`config.mk`:
```
export PLATFORM = sky130hd
export DESIGN_NAME = racetrack_port_ctrl
export DESIGN_NICKNAME = d
export VERILOG_FILES = /design/src/rtl/racetrack_pkg.sv /design/src/rtl/racetrack_rr_arbiter.sv /design/src/rtl/racetrack_port_ctrl.sv
export SDC_FILE = /design/constraint.sdc
export NUM_CORES = 1
export LEC_CHECK = 0
export CORE_AREA = 5 5 127 129
export DETAILED_ROUTE_END_ITERATION = 8
export DIE_AREA = 0 0 132 134
export PLACE_DENSITY = 0.68
export SYNTH_ARGS = -nofsm -noshare
export SYNTH_HDL_FRONTEND = slang
export SYNTH_SLANG_ARGS = --single-unit
```
`constraint.sdc`:
```
create_clock -name clk_i -period 2.9 [get_ports clk_i]
set_clock_uncertainty 0.1 [all_clocks]
set_input_delay 0.58 -clock clk_i [delete_from_list [all_inputs] [get_ports clk_i]]
set_output_delay 0.58 -clock clk_i [all_outputs]
set_load 0.005 [all_outputs]
```
`src/rtl/racetrack_pkg.sv`:
```
// rtl/racetrack_pkg.sv - shared types, constants and domain-index helper for the racetrack port controller
package racetrack_pkg;

  typedef enum logic [1:0] {
    ST_IDLE   = 2'd0,
    ST_SHIFT  = 2'd1,
    ST_ACCESS = 2'd2,
    ST_RESP   = 2'd3
  } state_e;

  typedef enum logic {
    REQ_INSTR = 1'b0,
    REQ_DATA  = 1'b1
  } req_e;

  localparam logic SHIFT_UP   = 1'b1;
  localparam logic SHIFT_DOWN = 1'b0;

  // Word index of a byte address, wrapped to the number of domains on the track.
  function automatic logic [31:0] domain_index(input logic [31:0] addr, input int unsigned pos_bits);
    return (addr >> 2) & ((32'd1 << pos_bits) - 32'd1);
  endfunction

endpackage

```
`src/rtl/racetrack_rr_arbiter.sv`:
```
// rtl/racetrack_rr_arbiter.sv - 2-way round-robin arbiter between instruction and data requesters
module racetrack_rr_arbiter
  import racetrack_pkg::*;
(
  input  logic clk,
  input  logic rst,
  input  logic req_instr,
  input  logic req_data,
  input  logic update,
  output logic gnt_instr,
  output logic gnt_data,
  output req_e winner
);

  req_e last_q;

  always_comb begin
    winner = REQ_INSTR;
    if (req_instr && req_data) begin
      // On conflict the side that did not win last time gets the port.
      winner = (last_q == REQ_INSTR) ? REQ_DATA : REQ_INSTR;
    end else if (req_data) begin
      winner = REQ_DATA;
    end
  end

  assign gnt_instr = req_instr && (winner == REQ_INSTR);
  assign gnt_data  = req_data  && (winner == REQ_DATA);

  always_ff @(posedge clk) begin
    if (rst) begin
      last_q <= REQ_INSTR;
    end else if (update) begin
      last_q <= winner;
    end
  end

endmodule

```
`src/rtl/racetrack_port_ctrl.sv`:
```
// rtl/racetrack_port_ctrl.sv - shares one racetrack port between fetch and data, aligning the head before each access
// Optional statistics counters are built when RT_SHIFT_STATS_EN is defined.
module racetrack_port_ctrl
  import racetrack_pkg::*;
#(
  parameter int ADDR_WIDTH   = 22,
  parameter int DATA_WIDTH   = 32,
  parameter int NUM_DOMAINS  = 64,
  parameter int SHIFT_CYCLES = 1
) (
  input  logic                    clk_i,
  input  logic                    rst_i,
  input  logic                    instr_req_i,
  output logic                    instr_gnt_o,
  input  logic [ADDR_WIDTH-1:0]   instr_addr_i,
  output logic                    instr_rvalid_o,
  output logic [DATA_WIDTH-1:0]   instr_rdata_o,
  input  logic                    data_req_i,
  output logic                    data_gnt_o,
  input  logic [ADDR_WIDTH-1:0]   data_addr_i,
  input  logic                    data_we_i,
  input  logic [DATA_WIDTH/8-1:0] data_be_i,
  input  logic [DATA_WIDTH-1:0]   data_wdata_i,
  output logic                    data_rvalid_o,
  output logic [DATA_WIDTH-1:0]   data_rdata_o,
  output logic                    mem_req_o,
  output logic [ADDR_WIDTH-1:0]   mem_addr_o,
  output logic                    mem_we_o,
  output logic [DATA_WIDTH/8-1:0] mem_be_o,
  output logic [DATA_WIDTH-1:0]   mem_wdata_o,
  input  logic [DATA_WIDTH-1:0]   mem_rdata_i,
  output logic                    shift_en_o,
  output logic                    shift_dir_o,
  output logic [31:0]             shift_cnt_o,
  output logic [31:0]             access_cnt_o
);

  localparam int POS_W = $clog2(NUM_DOMAINS);
  localparam int BE_W  = DATA_WIDTH / 8;
  localparam int SUB_W = (SHIFT_CYCLES > 1) ? $clog2(SHIFT_CYCLES) : 1;
  localparam logic [SUB_W-1:0] SUB_LAST = SUB_W'(SHIFT_CYCLES - 1);

  state_e                  state_q;
  req_e                    owner_q;
  logic [POS_W-1:0]        pos_q;
  logic [POS_W-1:0]        tgt_q;
  logic                    dir_q;
  logic [SUB_W-1:0]        sub_q;
  logic [ADDR_WIDTH-1:0]   addr_q;
  logic                    we_q;
  logic [BE_W-1:0]         be_q;
  logic [DATA_WIDTH-1:0]   wdata_q;

  logic                    idle;
  logic                    grant;
  logic                    arb_gnt_instr;
  logic                    arb_gnt_data;
  req_e                    winner;
  logic [ADDR_WIDTH-1:0]   win_addr;
  logic [POS_W-1:0]        win_tgt;
  logic [POS_W-1:0]        pos_step;
  logic                    step_done;

  assign idle  = (state_q == ST_IDLE);
  assign grant = idle && (instr_req_i || data_req_i);

  racetrack_rr_arbiter u_arb (
    .clk       (clk_i),
    .rst       (rst_i),
    .req_instr (instr_req_i),
    .req_data  (data_req_i),
    .update    (grant),
    .gnt_instr (arb_gnt_instr),
    .gnt_data  (arb_gnt_data),
    .winner    (winner)
  );

  assign win_addr  = (winner == REQ_DATA) ? data_addr_i : instr_addr_i;
  assign win_tgt   = POS_W'(domain_index(32'(win_addr), POS_W));
  assign pos_step  = (dir_q == SHIFT_UP) ? pos_q + POS_W'(1) : pos_q - POS_W'(1);
  assign step_done = (state_q == ST_SHIFT) && (sub_q == SUB_LAST);

  always_ff @(posedge clk_i) begin
    if (rst_i) begin
      state_q <= ST_IDLE;
      owner_q <= REQ_INSTR;
      pos_q   <= '0;
      tgt_q   <= '0;
      dir_q   <= SHIFT_DOWN;
      sub_q   <= '0;
      addr_q  <= '0;
      we_q    <= 1'b0;
      be_q    <= '0;
      wdata_q <= '0;
    end else begin
      unique case (state_q)
        ST_IDLE: begin
          if (grant) begin
            owner_q <= winner;
            addr_q  <= win_addr;
            we_q    <= (winner == REQ_DATA) && data_we_i;
            be_q    <= (winner == REQ_DATA) ? data_be_i : '1;
            wdata_q <= (winner == REQ_DATA) ? data_wdata_i : '0;
            tgt_q   <= win_tgt;
            dir_q   <= (win_tgt > pos_q) ? SHIFT_UP : SHIFT_DOWN;
            sub_q   <= '0;
            state_q <= (win_tgt != pos_q) ? ST_SHIFT : ST_ACCESS;
          end
        end
        ST_SHIFT: begin
          if (sub_q == SUB_LAST) begin
            sub_q <= '0;
            pos_q <= pos_step;
            if (pos_step == tgt_q) begin
              state_q <= ST_ACCESS;
            end
          end else begin
            sub_q <= sub_q + SUB_W'(1);
          end
        end
        ST_ACCESS: state_q <= ST_RESP;
        ST_RESP:   state_q <= ST_IDLE;
        default:   state_q <= ST_IDLE;
      endcase
    end
  end

  assign instr_gnt_o    = idle && arb_gnt_instr;
  assign data_gnt_o     = idle && arb_gnt_data;
  assign shift_en_o     = (state_q == ST_SHIFT);
  assign shift_dir_o    = dir_q;
  assign mem_req_o      = (state_q == ST_ACCESS);
  assign mem_addr_o     = addr_q;
  assign mem_we_o       = we_q;
  assign mem_be_o       = be_q;
  assign mem_wdata_o    = wdata_q;
  assign instr_rvalid_o = (state_q == ST_RESP) && (owner_q == REQ_INSTR);
  assign data_rvalid_o  = (state_q == ST_RESP) && (owner_q == REQ_DATA);
  // Read data is only exposed during the owner's response beat.
  assign instr_rdata_o  = instr_rvalid_o ? mem_rdata_i : '0;
  assign data_rdata_o   = data_rvalid_o  ? mem_rdata_i : '0;

`ifdef RT_SHIFT_STATS_EN
  logic [31:0] shift_cnt_q;
  logic [31:0] access_cnt_q;

  always_ff @(posedge clk_i) begin
    if (rst_i) begin
      shift_cnt_q  <= '0;
      access_cnt_q <= '0;
    end else begin
      if (step_done) shift_cnt_q <= shift_cnt_q + 32'd1;
      if (mem_req_o) access_cnt_q <= access_cnt_q + 32'd1;
    end
  end

  assign shift_cnt_o  = shift_cnt_q;
  assign access_cnt_o = access_cnt_q;
`else
  logic unused_step_done;
  assign unused_step_done = step_done;
  assign shift_cnt_o  = '0;
  assign access_cnt_o = '0;
`endif

endmodule

```
==> results of run 1 <==
[Yosys cell counts (2+ instances only)]
cell,number
nand2b_1,2
clkbuf_1,28
and2_1,33
xnor2_1,9
mux2i_1,22
a211oi_1,19
o21ai_0,3
ha_1,14
buf_6,2
xor2_1,2
dfxtp_1,69
buf_4,67
nor3_1,9
a211o_1,2
a22oi_1,33
inv_1,11
mux2_2,5
a21oi_1,6
nor2_1,82
nand2_1,5
and3_1,32
nor2b_1,3
[report_power, final]
group | leakage (uW) | switching [uW] | internal [uW] | total (uW)
Sequential | 0.000569 | 148 | 1170 | 1320
Combinational | 0.00218 | 989 | 1170 | 2160
Clock | 0.000158 | 420 | 774 | 1190
[flip-flops by register name, summed over array words and instances (netlist names)]
register,flops
tgt_q,5
state_q,2
pos_q,6
mem_addr_o,17
mem_be_o,4
mem_wdata_o,32
mem_we_o,1
u_arb.last_q,1
shift_dir_o,1
[cell families (layout without fill, tap and decap cells)]
family / after synthesis / count (layout) / synth area share
DFF: 69 / 69 / 0.341
adders and majority gates: 15 / 15 / 0.0482
AOI/OAI and AO/OA: 71 / 71 / 0.130
xor gates and xnor gates: 13 / 13 / 0.0359
muxes: 28 / 28 / 0.0711
buffers and inverters: 110 / 290 / 0.168
other: 1 / 64 / 0.000927
and+or+nand+nor: 169 / 169 / 0.204
[layer usage]
metal  track usage  up-vias
met5             0        -
met4        0.0400        0
met3        0.0600       12
met2         0.245      161
met1         0.166     1730
li1              -     1964
[placed cells by master, fill, tap and decap left out, types with 2 or more instances in the layout]
master / count
buf_4: 14
o21ai_0: 3
nor2_1: 82
and3_1: 32
xor2_1: 2
buf_12: 2
a211oi_1: 19
inv_1: 11
clkinv_2: 2
nand2_1: 5
nor3_1: 9
mux2_2: 5
bufinv_16: 2
ha_1: 14
mux2i_1: 22
and2_1: 33
nor2b_1: 2
conb_1: 64
xnor2_1: 9
clkbuf_16: 9
clkdlybuf4s50_1: 245
a22oi_1: 33
a21oi_1: 6
dfxtp_1: 69
nand2b_1: 2
a211o_1: 2
[per-stage QoR]
step           cells  hold WS [ns]  TNS [ns]  cell area (um2)
2_1_floorplan    539         0.372         0             4280
3_3_place_gp     891         0.377   -0.0884             6500
3_5_place_dp     891         0.380    -0.179             6500
4_1_cts          907         0.392         0             6830
5_1_grt          907         0.417         0             6830
6_report         907         0.388         0             6830
[final timing paths]
| kind | start | to | depth (start not counted) |
|---|---|---|---|
| setup reg to reg | shift_dir_o | state_q[1] | 8 |
| hold reg to reg | mem_be_o[3] | mem_be_o[3] | 2 |
| setup / recovery | data_req_i | data_gnt_o | 5 |
| hold / removal | mem_be_o[3] | mem_be_o[3] | 2 |
[area by class of cell]
class	count	area share
Clock buffer	10	0.0350
Clock inverter	6	0.0126
Inverter	12	0.00660
Multi-Input combinational cell	360	0.328
Sequential cell	69	0.202
Tap cell	188	0.0344
Timing Repair Buffer	262	0.381
[critical path: stages]
cell and delay (ns):
clkdlybuf4s50_1 0.47, a21boi_4 0.31, nand2_1 0.14, inv_2 0.09
clkdlybuf4s50_1 0.50
==> run summary, run 1 <==
================================================================================
Footprint of the multi-input gates                                      2240 um2
Total number of nets in the final design                                     846
Static Leak                                                           0.00290 uW
Leftover overflow at the end of global routing                                 0
M1 WL                                                                    5530 um
Data arrival, critical path                                              2.10 ns
Number of global-route vias before repair                                   3766
Slew Viols, Final                                                              0
Synthesis warning total                                                        0
Netlist area before placement                                           4050 um2
Later-pin clock latency in the skew report                               0.33 ns
Final core area utilization                                                0.458
Overall track demand over capacity in global routing                       0.144
Register bit count reported by yosys                                          69
Die outline width                                                         132 um
Worst-path clk slew                                                      0.06 ns
TritonCTS clock tree                                                        done
Die Height                                                                134 um
Clock buffers created by TritonCTS                                             9
Unrepaired setup endpoints after global routing                               no
Largest net degree at the start of global routing                             42
Routed met3 length                                                       1300 um
Global-route wire length before repair                                  20600 um
Detailed-route vias per instance                                            4.26
# port buffers                                                               246
Pwr Total                                                                4670 uW
Post-synthesis instance total                                                476
Kind of capture point of the worst setup path                         output pin
Proportion of layout cells with a drive suffix above 1                    0.0626
Vias after detailed routing                                                 3867
Place WS                                                               -0.105 ns
Area grow syn2layout                                                       68.8%
Critical path launch point type                                     primary input
Antenna viol nets, final                                                       0
Fillers                                                                     1481
Sequential cell area in the final layout                                1380 um2
Most used DFF post-synth                                                 dfxtp_1
Number of enable flip-flop cells after synthesis                               0
Top cell type by total area after synthesis                              dfxtp_1
Uppermost metal layer occupied by signal nets                               met4
Min Tclk post-route                                                      2.78 ns
Total of cells resized after clock tree synthesis                              0
Core outline area                                                      14900 um2
Mean routed wirelength per cell                                          14.9 um
Clock root buffer                                                      clkbuf_16
Type of the most critical hold path                                 register to register
Fraction of registers with async set or reset after synthesis                  0
Initial antenna violation count                                                0
Post-route DRC violation count                                                 0
Die Area                                                               17700 um2
Routed wire length                                                      13500 um
DRC violation total after the first TritonRoute iteration                    176
Final hold violation count                                                     0
Initial standard-cell utilization of the core                              0.271
Leading post-synthesis cells by cell area                           dfxtp_1 34%, buf_4 12%, nor2_1 7.6%
Std cell rows                                                                 45
Detailed-router iteration count before antenna repair                          4
Boundary Pins                                                                311
Period utilisation layout                                                  0.960
Maximum resistive drop on vdd                                           0.383 mV
Run status                                                          finished clean
Met2 WL post-DR                                                          6550 um
Setup slack of the critical path after layout                           0.117 ns
Syn_area_per_cell                                                       8.50 um2
Distinct cells, synth                                                         40
Setup Viol. Count Final                                                        0
Fraction of synthesized cell area taken by the top area cell type          0.341
R2R setup slack                                                          0.23 ns
Crit path kind                                                      primary input to output pin
Clock tree sinks                                                              69
Required @ worst endpoint                                                2.22 ns
Placer Congestion                                                          0.763
Antenna fix cells                                                              0
Maximum clock frequency                                                0.359 GHz
Sequential share of the synthesized area                                   0.341
Htree depth                                                                    3
Pwr/cell area                                                         684 nW/um2
Maximum net fanout on the critical path                                        7
CTS Hold Bufs                                                                  0
Number of post-CTS setup repair buffers                                        0
Number of buffers on the longest clock path                                    2
Detailed Place HPWL                                                     10500 um
Transition time at the pin with the least slew margin                   0.657 ns
Number of max-cap violations                                                   0
Relative slew slack                                                        0.562
================================================================================
Power figures use the tool's default switching activity.
==> inputs of run 2 (changes only) <==
CELL_PAD_IN_SITES_DETAIL_PLACEMENT = 1   (was unset)
CELL_PAD_IN_SITES_GLOBAL_PLACEMENT = 1   (was unset)
CORE_AREA = 5 5 139 141   (was 5 5 127 129)
DIE_AREA = 0 0 144 146   (was 0 0 132 134)
PLACE_DENSITY = 0.81   (was 0.68)
==> run 2 against run 1 <==
Against the previous run: power down 2.4%; clock-buffer cell count up 3; first-iteration DRC count down 31%.
==> run summary, run 2 (synthesis gave the netlist of run 1 again) <==
=========================================================================
DRC violation total after the first TritonRoute iteration             122   -31%
Clock root buffer                                               clkbuf_16
Initial standard-cell utilization of the core                       0.227   -0.0444
Overall track demand over capacity in global routing                0.143   -0.00125
Maximum net fanout on the critical path                                 6   -1
Non-filler instance count after layout                                949   +4.6%
Critical register-to-register path startpoint                 shift_dir_o
Mean routed wirelength per cell                                   16.6 um   +11%
R2R setup slack                                                   0.16 ns   -0.07 ns
Finished Cell Area                                               6860 um2   +0.42%
Initial antenna violation count                                         0   unchanged
Pwr Total                                                         4560 uW   -2.4%
Die outline width                                                  144 um   +9.1%
Worst Setup SP                                                 data_req_i
Clock buffers created by TritonCTS                                      9   unchanged
Most common cell after layout, fill and taps aside           clkdlybuf4s50_1
Run status                                                   finished clean
Later-pin clock latency in the skew report                        0.33 ns   about the same
Pwr/cell area                                                  664 nW/um2   -2.8%
Post-detailed-placement cell area                                6560 um2   +0.87%
Worst r2r dst                                                  state_q[1]
Kind of capture point of the worst setup path                  output pin
# port buffers                                                        246   unchanged
TritonCTS clock tree                                                 done
Unrepaired setup endpoints after global routing                       yes
Longest individual stage delay on the worst path                  0.51 ns   about the same
Crit path kind                                               primary input to output pin
Maximum clock frequency                                         0.350 GHz   -2.6%
Post-route DRC violation count                                          0   unchanged
Number of global-route vias before repair                            4274   +13%
Placed cell count                                                     930   +4.4%
Number of buffers on the longest clock path                             2   unchanged
Antenna fix cells                                                       0   unchanged
Placer Congestion                                                   0.766   +0.39%
Min Tclk post-route                                               2.86 ns   +0.0754 ns
Chain of cells forming the critical path                     clkdlybuf4s50_1 -> a21boi_4 -> nand2_1 -> inv_2 -> clkdlybuf4s50_1
Maximum resistive drop on vdd                                    0.372 mV   -2.9%
Number of max-cap violations                                            0   unchanged
Area grow syn2layout                                                69.5%
Leftover overflow at the end of global routing                          0   unchanged
Std cell rows                                                          49   +8.9%
Worst-path clk slew                                               0.06 ns   about the same
Final worst hold slack                                           0.391 ns   +0.00234 ns
Largest register FFs                                                   32   unchanged
Critical path launch point type                              primary input
Static Leak                                                    0.00289 uW   -0.40%
Final hold violation count                                              0   unchanged
Vias after detailed routing                                          4064   +5.1%
Antenna viol nets, final                                                0   unchanged
Boundary Pins                                                         311   unchanged
Die Height                                                         146 um   +9.0%
Global-route wire length before repair                           23700 um   +15%
Setup Viol. Count Final                                                 0   unchanged
Worst-path cell with the longest stage delay                 clkdlybuf4s50_1
CTS Hold Bufs                                                           0   unchanged
Count of cells along the worst hold path                                2   unchanged
Clock tree sinks                                                       69   unchanged
Proportion of layout cells with a drive suffix above 1             0.0597   -0.00286
Data arrival, critical path                                       2.18 ns   +0.08 ns
Largest net degree at the start of global routing                      49   +17%
Final core area utilization                                         0.384   -0.0733
Required @ worst endpoint                                         2.22 ns   about the same
Total number of nets in the final design                              848   +0.24%
Die Area                                                        21000 um2   +19%
Routed wire length                                               15800 um   +17%
Period utilisation layout                                           0.986   +0.0260
Detailed-router iteration count before antenna repair                   4   unchanged
Type of the most critical hold path                          register to register
Core outline area                                               17800 um2   +20%
Slew Viols, Final                                                       0   unchanged
Detailed-route vias per instance                                     4.28   +0.44%
Htree depth                                                             3   unchanged
FF-to-FF path depth                                                     7   -1
End of the critical path                                       data_gnt_o
Detailed Place HPWL                                              12500 um   +19%
Cell with the most instances on the worst path               clkdlybuf4s50_1
Most used cells in the layout excluding fill and tap cells   245 x clkdlybuf4s50_1, 82 x nor2_1, 69 x dfxtp_1
=========================================================================
==> run 2: cell types whose count changed in the layout (fill, tap and decap cells not counted), sizes merged <==
| cell | previous run | this run |
|---|---|---|
| bufinv | 2 | 0 |
| buf | 17 | 19 |
| clkinv | 3 | 2 |
| clkbuf | 10 | 13 |
| clkinvlp | 1 | 0 |
==> run 2: worst min path at each step <==
stage	to	slack [ns]	start
after floorplan	pos_q[1]	0.37	pos_q[1]
after global placement	mem_wdata_o[18]	0.38	mem_wdata_o[18]
after detailed placement	mem_be_o[1]	0.39	mem_be_o[1]
after CTS	mem_be_o[0]	0.40	mem_be_o[0]
after global routing	mem_be_o[2]	0.42	mem_be_o[2]
final	mem_be_o[1]	0.39	mem_be_o[1]
==> run 2: metrics by stage <==
stage | setup slack [ns] | setup TNS, ns
2_1_floorplan | 0.371 | 0
3_3_place_gp | -0.0830 | -0.195
3_5_place_dp | -0.205 | -0.569
4_1_cts | 0.0168 | 0
5_1_grt | -0.0387 | -0.0733
6_report | 0.0414 | 0
==> run 2: power by group <==
part	switching [uW]	internal, uW	leakage (uW)
Clock	389	595	0.000129
Sequential	156	1170	0.000569
Combinational	1060	1180	0.00219
==> run 2: timing repair <==
item | CTS | global route
pin swaps | 0 | 1
setup endpoints to repair | 1 | 3
buffers inserted | 2 | 2
gates resized for setup | 1 | 1
hold endpoints to repair | 0 | 0
==> run 2: final cells by class <==
type                       instances  area [um2]
fill                            2116       11000
timing repair buffer             264        2640
clock buffer                      13         250
clock inverter                     2        10.0
tap                              229         287
inverter                          12        45.0
sequential                        69        1380
multi-input combinational        360        2250
==> run 2: critical path: cells and delay by family <==
family / cells / cell delay, ns
AOI/OAI and AO/OA: 1 / 0.33
and+or+nand+nor: 1 / 0.15
buffers and inverters: 3 / 1.11
==> run 2: layer usage <==
metal / wire length, um / global-route usage / vias up
met1: 5730 / 0.153 / 1895
li1: - / - / 1965
met2: 8180 / 0.263 / 185
met4: 270 / 0.0377 / 0
met3: 1590 / 0.0490 / 19
met5: 0 / 0 / -
==> inputs of run 3 (changes only) <==
CELL_PAD_IN_SITES_DETAIL_PLACEMENT = unset   (was 1)
CELL_PAD_IN_SITES_GLOBAL_PLACEMENT = unset   (was 1)
CORE_AREA = 5 5 127 129   (was 5 5 139 141)
DIE_AREA = 0 0 132 134   (was 0 0 144 146)
PLACE_DENSITY = 0.68   (was 0.81)
==> results of run 3 <==
The final DEF is identical to that of run 1; final timing and power are the same.
